===== src/rtl/multi_stream_gen.sv =====
// N-channel test-data source (counter / pattern / LFSR) merged round-robin into
// one show-ahead output register whose words carry the channel ID in the MSBs.
module multi_stream_gen #(
    parameter int CHANNELS = 4,
    parameter int DATA_WIDTH = 32,
    parameter int ID_WIDTH = 2,
    parameter logic [DATA_WIDTH-ID_WIDTH-1:0] LFSR_TAPS = 30'h20000029,
    parameter int BURST_WIDTH = 16
) (
    input  logic                                   BUS_CLK,
    input  logic                                   BUS_RST_N,
    input  logic [CHANNELS-1:0]                    EN,
    input  logic [CHANNELS-1:0]                    START,
    input  logic [2*CHANNELS-1:0]                  MODE,
    input  logic [CHANNELS*(DATA_WIDTH-ID_WIDTH)-1:0] PATTERN,
    input  logic [CHANNELS*BURST_WIDTH-1:0]        BURST,
    input  logic                                   READ,
    output logic                                   EMPTY,
    output logic [DATA_WIDTH-1:0]                  DATA,
    output logic [CHANNELS-1:0]                    BUSY,
    output logic                                   READ_ERROR,
    output logic [31:0]                            SENT_CNT
);
    localparam int PW = DATA_WIDTH - ID_WIDTH;
    localparam int CW = (CHANNELS > 1) ? $clog2(CHANNELS) : 1;
    localparam logic [CW:0] NCH = (CW+1)'(CHANNELS);
    localparam logic [1:0] M_PATTERN = 2'd1;
    localparam logic [1:0] M_LFSR = 2'd2;

    typedef enum logic {IDLE = 1'b0, RUN = 1'b1} ch_state_t;

    ch_state_t               state_q[CHANNELS], state_d[CHANNELS];
    logic [1:0]              mode_q[CHANNELS], mode_d[CHANNELS];
    logic [PW-1:0]           payload_q[CHANNELS], payload_d[CHANNELS];
    logic [BURST_WIDTH-1:0]  remain_q[CHANNELS], remain_d[CHANNELS];
    logic [CHANNELS-1:0]     cont_q, cont_d;
    logic [CW-1:0]           ptr_q, gnt_idx;
    logic [CW:0]             cand;
    logic                    gnt_valid, can_load, pop;

    // Bit 0 of the tap mask is the polynomial's constant term, not a state tap.
    function automatic logic [PW-1:0] advance(input logic [1:0] mode, input logic [PW-1:0] v);
        logic fb;
        fb = ^(v & LFSR_TAPS & ~PW'(1));
        case (mode)
            M_PATTERN: advance = v;
            M_LFSR:    advance = {v[PW-2:0], fb};
            default:   advance = v + PW'(1);
        endcase
    endfunction

    assign can_load = EMPTY | READ;
    assign pop      = READ & ~EMPTY;

    always_comb begin
        for (int i = 0; i < CHANNELS; i++) BUSY[i] = (state_q[i] == RUN);
    end

    // Round-robin: search starts at ptr_q, which always points past the last grant.
    always_comb begin
        gnt_valid = 1'b0;
        gnt_idx   = '0;
        cand      = '0;
        for (int k = 0; k < CHANNELS; k++) begin
            cand = {1'b0, ptr_q} + (CW+1)'(k);
            if (cand >= NCH) cand = cand - NCH;
            if (!gnt_valid && can_load && BUSY[cand[CW-1:0]]) begin
                gnt_valid = 1'b1;
                gnt_idx   = cand[CW-1:0];
            end
        end
    end

    always_comb begin
        cont_d = cont_q;
        for (int i = 0; i < CHANNELS; i++) begin
            state_d[i]   = state_q[i];
            mode_d[i]    = mode_q[i];
            payload_d[i] = payload_q[i];
            remain_d[i]  = remain_q[i];
            case (state_q[i])
                IDLE: begin
                    if (START[i] && EN[i]) begin
                        state_d[i]  = RUN;
                        mode_d[i]   = MODE[2*i +: 2];
                        remain_d[i] = BURST[i*BURST_WIDTH +: BURST_WIDTH];
                        cont_d[i]   = (BURST[i*BURST_WIDTH +: BURST_WIDTH] == '0);
                        case (MODE[2*i +: 2])
                            M_PATTERN: payload_d[i] = PATTERN[i*PW +: PW];
                            M_LFSR:    payload_d[i] = (PATTERN[i*PW +: PW] == '0) ?
                                                      PW'(1) : PATTERN[i*PW +: PW];
                            default:   payload_d[i] = '0;
                        endcase
                    end
                end
                RUN: begin
                    if (gnt_valid && gnt_idx == CW'(i)) begin
                        payload_d[i] = advance(mode_q[i], payload_q[i]);
                        if (!cont_q[i]) begin
                            remain_d[i] = remain_q[i] - BURST_WIDTH'(1);
                            if (remain_q[i] == BURST_WIDTH'(1)) state_d[i] = IDLE;
                        end
                    end
                    if (!EN[i]) state_d[i] = IDLE;
                end
                default: state_d[i] = IDLE;
            endcase
        end
    end

    always_ff @(posedge BUS_CLK or negedge BUS_RST_N) begin
        if (!BUS_RST_N) begin
            for (int i = 0; i < CHANNELS; i++) begin
                state_q[i]   <= IDLE;
                mode_q[i]    <= '0;
                payload_q[i] <= '0;
                remain_q[i]  <= '0;
            end
            cont_q <= '0;
        end else begin
            for (int i = 0; i < CHANNELS; i++) begin
                state_q[i]   <= state_d[i];
                mode_q[i]    <= mode_d[i];
                payload_q[i] <= payload_d[i];
                remain_q[i]  <= remain_d[i];
            end
            cont_q <= cont_d;
        end
    end

    // Output register: a grant implies it can load, so pop and refill share a cycle.
    always_ff @(posedge BUS_CLK or negedge BUS_RST_N) begin
        if (!BUS_RST_N) begin
            EMPTY      <= 1'b1;
            DATA       <= '0;
            ptr_q      <= '0;
            READ_ERROR <= 1'b0;
            SENT_CNT   <= '0;
        end else begin
            if (gnt_valid) begin
                DATA  <= {ID_WIDTH'(gnt_idx), payload_q[gnt_idx]};
                EMPTY <= 1'b0;
                ptr_q <= (gnt_idx == CW'(CHANNELS-1)) ? '0 : gnt_idx + CW'(1);
            end else if (pop) begin
                EMPTY <= 1'b1;
            end
            if (READ && EMPTY) READ_ERROR <= 1'b1;
            if (pop && SENT_CNT != '1) SENT_CNT <= SENT_CNT + 32'd1;
        end
    end
endmodule


===== config.mk =====
export PLATFORM = sky130hd
export DESIGN_NAME = multi_stream_gen
export DESIGN_NICKNAME = d
export VERILOG_FILES = /design/src/rtl/multi_stream_gen.sv
export SDC_FILE = /design/constraint.sdc
export NUM_CORES = 1
export LEC_CHECK = 0
export CAP_MARGIN = 25
export CORE_MARGIN = 4
export CORE_UTILIZATION = 50
export CTS_CLUSTER_DIAMETER = 150
export DETAILED_ROUTE_END_ITERATION = 10
export PLACE_DENSITY = 0.85
export SLEW_MARGIN = 20
export SYNTH_ARGS = -nofsm -noshare
export SYNTH_HDL_FRONTEND = slang
export SYNTH_SLANG_ARGS = --single-unit

===== constraint.sdc =====
create_clock -name BUS_CLK -period 5.7 [get_ports BUS_CLK]
set_clock_uncertainty 0.05 [all_clocks]
set_input_delay 1.14 -clock BUS_CLK [delete_from_list [all_inputs] [get_ports BUS_CLK]]
set_output_delay 1.14 -clock BUS_CLK [all_outputs]
set_load 0.05 [all_outputs]

=== Word level (Yosys, flattened, before mapping) ===
Cells that the tools add are included.

* Bits in registers: 268
* Output and inout port bits: 70
* Logic and storage cells: 235

* Bitwise operators: 8
* Reduce and logical (&&, ||, !) cells: 46
* Add/subtract/negate cells: 17
* Magnitude comparators: 9
* Equality and inequality tests: 40
* Mux-type cells: 90

{| class="wikitable"
|+ Operators with widths
! cell !! count
|-
| $pmux W30 S2 || 12
|-
| $mux W30 || 14
|-
| $mux W16 || 12
|-
| $pmux W16 S2 || 4
|-
| $add A30 B1 Y30 const B || 4
|-
| $logic_not A30 Y1 || 4
|-
| $reduce_xor A30 Y1 || 4
|-
| $eq A16 B1 Y1 const B || 4
|-
| $logic_not A16 Y1 || 4
|-
| $sub A16 B1 Y16 const B || 4
|-
| $bmux W30 S2 || 1
|-
| $add A32 B1 Y32 const B || 1
|-
| $ne A32 B32 Y1 const B || 1
|-
| $mux W1 || 30
|-
| $ne A2 B2 Y1 const B || 12
|-
| $reduce_and A3 Y1 || 8
|-
| $eq A2 B2 Y1 const B || 10
|-
| $eq A2 B1 Y1 const B || 9
|-
| $mux W2 || 9
|-
| $logic_and A1 B1 Y1 || 17
|-
| $ge A3 B3 Y1 const B || 4
|-
| $lt A2 B3 Y1 const B || 4
|-
| $bmux W1 S2 || 4
|-
| $ne A2 B1 Y1 const B || 4
|-
| 14 further kinds || 30
|}

=== Longest topological paths before layout ===
Gate-level depths: netlist (run 1).

* Depth in word-level cells: 23
* Gate-level depth with buffers: 12
* Mapped depth without buffers: 9

=== Least setup slack after synthesis (run 1) ===
Ideal clock, no wire load.

* Kind: input port to flip-flop
* From: input port MODE[4]
* To: register payload_q[31] (netlist name)
* Stages: 8
* Slack: 2.781 ns
* Data required time: 5.577 ns
* Arrival: 2.796 ns
* Buffers on the path: 2
* Path through: inv_1 ha_1 o21ai_0 a211oi_1 clkbuf_1 clkbuf_1 a221oi_2 nor2_1

* Cells in the longest elaborated chain, start to end: 4

{| class="wikitable"
|+ Ends and longest elaborated chain
! what !! line !! RTL
|-
| from (decl) || 14 || <nowiki>input logic [2*CHANNELS-1:0] MODE,</nowiki>
|-
| $eq A2 B2 Y1 / $eq A2 B1 Y1 (equally long branches) || 88 || <nowiki>case (MODE[2*i +: 2])</nowiki>
|-
| $pmux W30 S2 (*) || 88 ||
|-
| $mux W30 (*) || 83 || <nowiki>if (START[i] && EN[i]) begin</nowiki>
|-
| $pmux W30 S2 (*) || 81 || <nowiki>case (state_q[i])</nowiki>
|-
| to (signal, indexed assignment) || 124 || <nowiki>payload_q[i] <= payload_d[i];</nowiki>
|-
| to (decl) || 34 || <nowiki>logic [PW-1:0] payload_q[CHANNELS], payload_d[CHANNELS];</nowiki>
|}

Mark *: on every way between the ends. The rest lies on a longest branch, timed or not. The select of a mux whose other input is x is not followed.
A chain may end at the register's enable or synchronous reset.

=== Final worst setup path (run 1) ===
* From: input port READ
* To: register payload_q[30] (netlist name)

* Cells in the longest elaborated chain, start to end: 19

{| class="wikitable"
|+ Ends and longest elaborated chain
! what !! line !! RTL
|-
| from (decl) || 17 || <nowiki>input logic READ,</nowiki>
|-
| $or A1 B1 Y1 (*) || 52 || <nowiki>assign can_load = EMPTY | READ;</nowiki>
|-
| $logic_and A1 B1 Y1 || 67 || <nowiki>if (!gnt_valid && can_load && BUSY[cand[CW-1:0]]) begin</nowiki>
|-
| $mux W1 || 67 ||
|-
| $logic_not A1 Y1 || 67 ||
|-
| $logic_and A1 B1 Y1 (2 in series) || 67 ||
|-
| $mux W1 || 67 ||
|-
| $logic_not A1 Y1 || 67 ||
|-
| $logic_and A1 B1 Y1 (2 in series) || 67 ||
|-
| $mux W1 || 67 ||
|-
| $logic_not A1 Y1 || 67 ||
|-
| $logic_and A1 B1 Y1 (2 in series) || 67 ||
|-
| $mux W2 || 67 ||
|-
| $eq A2 B2 Y1 || 97 || <nowiki>if (gnt_valid && gnt_idx == CW'(i)) begin</nowiki>
|-
| $logic_and A1 B1 Y1 (*) || 97 ||
|-
| $ne A2 B1 Y1 (no line) (*) || n/a ||
|-
| $reduce_and A3 Y1 (no line) (*) || n/a ||
|}

Mark *: on every way between the ends. The rest lies on a longest branch, timed or not.

==> results of run 1 <==
## power breakdown
group / internal [mW] / switching (mW) / total, mW
combinational: 1.70 / 2.63 / 4.33
sequential: 2.61 / 1.22 / 3.83
clock: 1.23 / 0.815 / 2.05
## worst max path at each step
stage	endpoint	slack [ps]	cells past startpoint
after floorplan	payload_q[31]	2780	8
after global placement	payload_q[36]	1290	9
after detailed placement	payload_q[36]	1110	9
after CTS	payload_q[30]	1670	9
after global routing	payload_q[30]	1470	9
final	payload_q[30]	1520	9
## layer usage
| metal | part of all wire (%) | vias up | global-route usage (%) |
|---|---|---|---|
| met1 | 39 | 9267 | 40.4 |
| met5 | 0.021 | - | 0 |
| met2 | 46 | 1226 | 49.1 |
| met3 | 11 | 190 | 5.67 |
| met4 | 4.5 | 2 | 11.0 |
| li1 | - | 8798 | - |
## sequential cells by signal, indices dropped and copies added (netlist names)
signal / cells
payload_q: 120
cont_q: 4
EMPTY: 1
SENT_CNT: 32
remain_q: 64
mode_q: 8
DATA: 32
BUSY: 4
READ_ERROR: 1
ptr_q: 2
## cell type report
class | instances | area [sq um]
Clock buffer | 47 | 916
Sequential cell | 268 | 6710
Timing Repair Buffer | 308 | 3050
Inverter | 59 | 221
Clock inverter | 9 | 128
Fill cell | 2979 | 13600
Multi-Input combinational cell | 1760 | 10700
Tap cell | 461 | 577
## cell families (layout without fill, tap and decap cells)
group                      Yosys count  after routing
xor gates and xnor gates            62             62
and+or+nand+nor                    985            985
adders and majority gates           21             21
AOI/OAI and AO/OA                  649            649
muxes                               43             43
DFF                                268            268
buffers and inverters              241            423
## stage by stage
stage	utilization [%]	total power [mW]	worst slack, ps
finish	62.1	10.2	1520
global route	62.1	10.8	1470
CTS	62.0	10.1	1670
detailed placement	59.1	8.01	1110
global placement	59.0	7.80	1290
floorplan	-	6.53	2780
## cell usage in the layout (no fill, tap or decap), types with 21 or more instances in the layout
| cell type | n |
|---|---|
| nor4_1 | 65 |
| xnor2_1 | 47 |
| clkdlybuf4s50_1 | 271 |
| o32ai_1 | 33 |
| a22oi_1 | 23 |
| and3_1 | 43 |
| a32o_1 | 28 |
| nor2_1 | 240 |
| nor3_1 | 50 |
| ha_1 | 21 |
| nand4_1 | 53 |
| a31oi_1 | 26 |
| dfrtp_1 | 265 |
| clkbuf_16 | 31 |
| buf_4 | 31 |
| o21ai_0 | 163 |
| a21oi_1 | 89 |
| nand3_1 | 105 |
| o21a_1 | 24 |
| mux2i_1 | 38 |
| a221oi_1 | 40 |
| nand2_1 | 321 |
| inv_1 | 57 |
## critical path: stages
cell,delay (ps)
clkdlybuf4s50_1,590
o21bai_1,90
mux2i_1,270
and4bb_2,330
a211o_1,640
o31a_1,900
buf_4,360
o21ai_0,160
o21ai_1,120
==> results_dict.tcl, run 1 <==
set metrics [dict create \
    reg2reg_from "BUSY[0]" \
    io_buffers 272 \
    p_leak_nw 8.47 \
    cp_max_fo 21 \
    initial_utilization_pct 51.1 \
    synth-edff-count 0 \
    critPathKind "input port to flop" \
    nNetsFinal 2652 \
    finalMaxSlewViolations 0 \
    min-delay-start "READ_ERROR" \
    die_w_um 200 \
    clk_pin_slew_ps 60 \
    tns_ps 0 \
    synth-simple-area-share_pct 25.6 \
    drtIter0Drc 2099 \
    synth_cell_types 82 \
    status "finished clean" \
    worstHoldPathType "flop to flop" \
    hold_end "READ_ERROR" \
    avgSynthCellArea_sq_um 8.10 \
    setup_viol 0 \
    overflow 0 \
    route.detailed.wl_per_inst_um 21.6 \
    vias 19500 \
    hold_viol_final 0 \
    ctsHtreeMaxLevel 1 \
    hpwl_um 44800 \
    grt_pass1_wl_um 98400 \
    core_area_sq_um 35900 \
    gp_congestion 0.989 \
    layoutNonFillerInstCount 2912 \
    drtPass1Iterations 6 \
    cp-end-kind "flop" \
    clockBufferDepth 3 \
    synth_fa_ha_area_share_pct 1.43 \
    reg2reg_depth 8 \
    tightest_slew_ps 1010 \
    cts_buffers 31 \
    ys_ff_latch 268 \
    grt_util_all_layers_pct 30.2 \
    viasPerCell 6.69 \
    yosysMostFrequentCell "nand2_1" \
    synth_top_area_share_pct 36.4 \
    timing.fmax_mhz 239 \
    synth_commonest_cells "321 x nand2_1, 267 x dfrtp_1, 241 x nor2_1" \
    regToRegSetupSlack_ps 1760 \
    worstPathArrival_ps 4620 \
    min_path_cells 1 \
    syn_to_final_growth_pct 21.4 \
    drc 0 \
    grt_pass1_vias 18500 \
    fin_crit_sh_pct 73.4 \
    muxShareOfSynthArea_pct 2.38 \
    antenna_found_initial 1 \
    ant_nets 0 \
    syn_inst 2269 \
    synthFlopType "dfrtp_1" \
    power_density_nw_per_um2 458 \
    maxCapViolCount 0 \
    fin_area_sq_um 22300 \
    startpoint "READ" \
    rsz0062_at_grt "false" \
    syn_area_sq_um 18400 \
    die_h_um 200 \
    cp-start-kind "input port" \
    cts_resized 0 \
    ys_warn_count 0 \
    synth_area_leaders "dfrtp_1 36%, nand2_1 6.6%, nor2_1 4.9%" \
    cts_num_sinks 268 \
    worst_skew_pair.late_latency_ps 570 \
    cts_hold_buf 0 \
    synth_nets 2493 \
    synth_top_family_by_area "simple AND/OR/NAND/NOR gates" \
    yosysSeqAreaShare_pct 36.5 \
    crit_required_ps 6140 \
    drt-total-wl_um 62900 \
    row_count 69 \
    tritoncts "built" \
    synth_compound_area_share_pct 25.6 \
    slew-limit-headroom_pct 32.7 \
    async_flop_share_pct 100 \
    yosys.area_share.xor_xnor_pct 2.96 \
    ir_worst_vdd_mv 0.429 \
    ioPinCount 273 \
    grt_max_degree 97 \
    root_buffer "clkbuf_16" \
    num_antenna_cells 0 \
    dieArea_sq_um 39900 \
    reg2reg_to "payload_q[30]" \
    drive_above_1_share_pct 6.12 \
    post_cts_buffers 0 \
    min_period_ps 4180 \
    holdWs_ps 403 \
    post_dp_cell_area_sq_um 21200 \
    yosysTopAreaCell "dfrtp_1" \
    dpl.cell_count 2855 \
]
Power figures use the tool's default switching activity.
==> run 2, diff against run 1 <==
Settings changed: PLACE_DENSITY 0.85 to 0.87.
Clock period 5.7 ns to 3.5 ns, I/O delays scaled along.
==> run 2 against run 1 <==
Effect of this change: clock power increased by 57%; combinational power rose by 68%; largest power group unchanged; final area is 1.6% higher; final cell count up 1.4%; count of clock-buffer cells in the layout decreased by 5; via count rose by 0.75%; non-clock buffer count up 41; sequential cell count did not move; first-iteration DRC count up 1.3%; worst setup slack worse by 1200 ps; die area did not move; sequential power is 63% higher.
==> results_dict.tcl, run 2 (same netlist as run 1, synthesis figures left out) <==
set metrics [dict create \
    status "finished clean" \
    hpwl_um 46300 \
    timing.fmax_mhz 311 \
    p_leak_nw 8.69 \
    dieArea_sq_um 39900 \
    min_period_ps 3220 \
    cts_num_sinks 268 \
    reg2reg_from "ptr_q[0]" \
    worstHoldPathType "input port to asynchronous set/reset pin" \
    power_mw 16.7 \
    pwr-share-clk_pct 19.2 \
    route.detailed.wl_per_inst_um 21.6 \
    post_cts_buffers 0 \
    maxCapViolCount 0 \
    final_common_cell "nand2_1" \
    reg_top3 "payload_q: 120 flops, remain_q: 64 flops" \
    rsz0062_at_grt "false" \
    cp-end-kind "output pin" \
    initial_utilization_pct 51.1 \
    grt_util_all_layers_pct 30.7 \
    grt_max_degree 109 \
    largest_register_ff_count 120 \
    tightest_slew_ps 937 \
    setup_viol 0 \
    finalMaxSlewViolations 0 \
    drive_above_1_share_pct 7.74 \
    die_w_um 200 \
    syn_to_final_growth_pct 23.4 \
    swShare_pct 46.1 \
    fillers 3021 \
    dpl.cell_count 2895 \
    cp-start-kind "flop" \
    power_density_nw_per_um2 739 \
    io_buffers 272 \
    worst_skew_pair.late_latency_ps 570 \
    drt-total-wl_um 63700 \
    clk_pin_slew_ps 60 \
    slowest_stage "clkdlybuf4s50_1" \
    ant_nets 0 \
    drtIter0Drc 2126 \
    hold_viol_final 0 \
    pwr-share-seq_pct 37.4 \
    top_register "payload_q" \
    drtPass1Iterations 8 \
    nNetsFinal 2693 \
    worstPathArrival_ps 2470 \
    p_int_mw 9.02 \
    slew-limit-headroom_pct 37.5 \
    gp_congestion 0.963 \
    grt_pass1_vias 18800 \
    tritoncts "built" \
    grt_pass1_wl_um 100000 \
    mostFrequentLayoutCells "321 x nand2_1, 271 x clkdlybuf4s50_1, 266 x dfrtp_1" \
    pwr-share-comb_pct 43.4 \
    ir_worst_vdd_mv 0.936 \
    drc 0 \
    cts_hold_buf 0 \
    switching_power_mw 7.71 \
    ctsHtreeMaxLevel 1 \
    row_count 69 \
    antenna_found_initial 0 \
    clockBufferDepth 3 \
    path_cells "buf_4 > clkdlybuf4s50_1" \
    core_area_sq_um 35900 \
    die_h_um 200 \
    ioPinCount 273 \
    crit_path_max_incr_delay_ps 890 \
    cp_max_fo 38 \
    vias 19600 \
    holdWs_ps 138 \
    cts_resized 0 \
    root_buffer "clkbuf_16" \
    viasPerCell 6.65 \
    fin_crit_sh_pct 92.0 \
    overflow 0 \
    crit_required_ps 2750 \
    layoutNonFillerInstCount 2954 \
    critPathKind "flop to output pin" \
    startpoint "BUSY[3]" \
    cts_buffers 31 \
    final_util_pct 63.1 \
]
[run 2: worst paths after layout]
kind | slack [ps] | endpoint | cells after the start
worst max-delay path | 280 | BUSY[3] | 2
worst min-delay path | 140 | remain_q[40] | 1
worst max register to register | 350 | remain_q[26] | 7
worst min register to register | 410 | READ_ERROR | 1
max in group asynchronous | 2400 | payload_q[55] | 2
min in group BUS_CLK | 410 | READ_ERROR | 1
[run 2: routing by layer]
| layer | vias up | wire [um] | GRT usage (%) |
|---|---|---|---|
| met5 | - | 0 | 0 |
| met3 | 196 | 6600 | 5.48 |
| met4 | 0 | 2840 | 11.6 |
| met2 | 1190 | 29200 | 49.3 |
| met1 | 9357 | 25000 | 41.6 |
| li1 | 8887 | - | - |
[run 2: final cells by class]
| class | instances | area [sq um] | area share, % |
|---|---|---|---|
| clock buffer | 42 | 897 | 3.96 |
| antenna | 1 | 2.50 | 0.0110 |
| inverter | 59 | 221 | 0.977 |
| multi-input combinational | 1760 | 10700 | 47.2 |
| timing repair buffer | 349 | 3460 | 15.3 |
| sequential | 268 | 6710 | 29.6 |
| tap | 461 | 577 | 2.55 |
| clock inverter | 14 | 103 | 0.453 |
[run 2: critical path: cells and delay by family (launching register included)]
family                 cells  cell delay, ps
buffers and inverters      2            1370
DFF                        1             520
[run 2: power groups by stage]
| stage | sequential, mW | combinational, mW | clock (mW) |
|---|---|---|---|
| after detailed placement | 6.19 | 7.13 | 0 |
| final | 6.26 | 7.26 | 3.21 |
| after floorplan | 6.05 | 4.60 | 0 |
| after global placement | 6.11 | 6.87 | 0 |
| after CTS | 6.15 | 7.17 | 3.25 |
| after global routing | 6.40 | 7.92 | 3.38 |
[run 2: stage by stage]
step / area, sq um / setup TNS [ps] / setup WS (ps)
2_1_floorplan: 18400 / 0 / 734
3_3_place_gp: 21600 / 0 / 99.5
3_5_place_dp: 21600 / -5.58 / -3.56
4_1_cts: 22600 / 0 / 289
5_1_grt: 22700 / 0 / 144
6_report: 22700 / 0 / 280
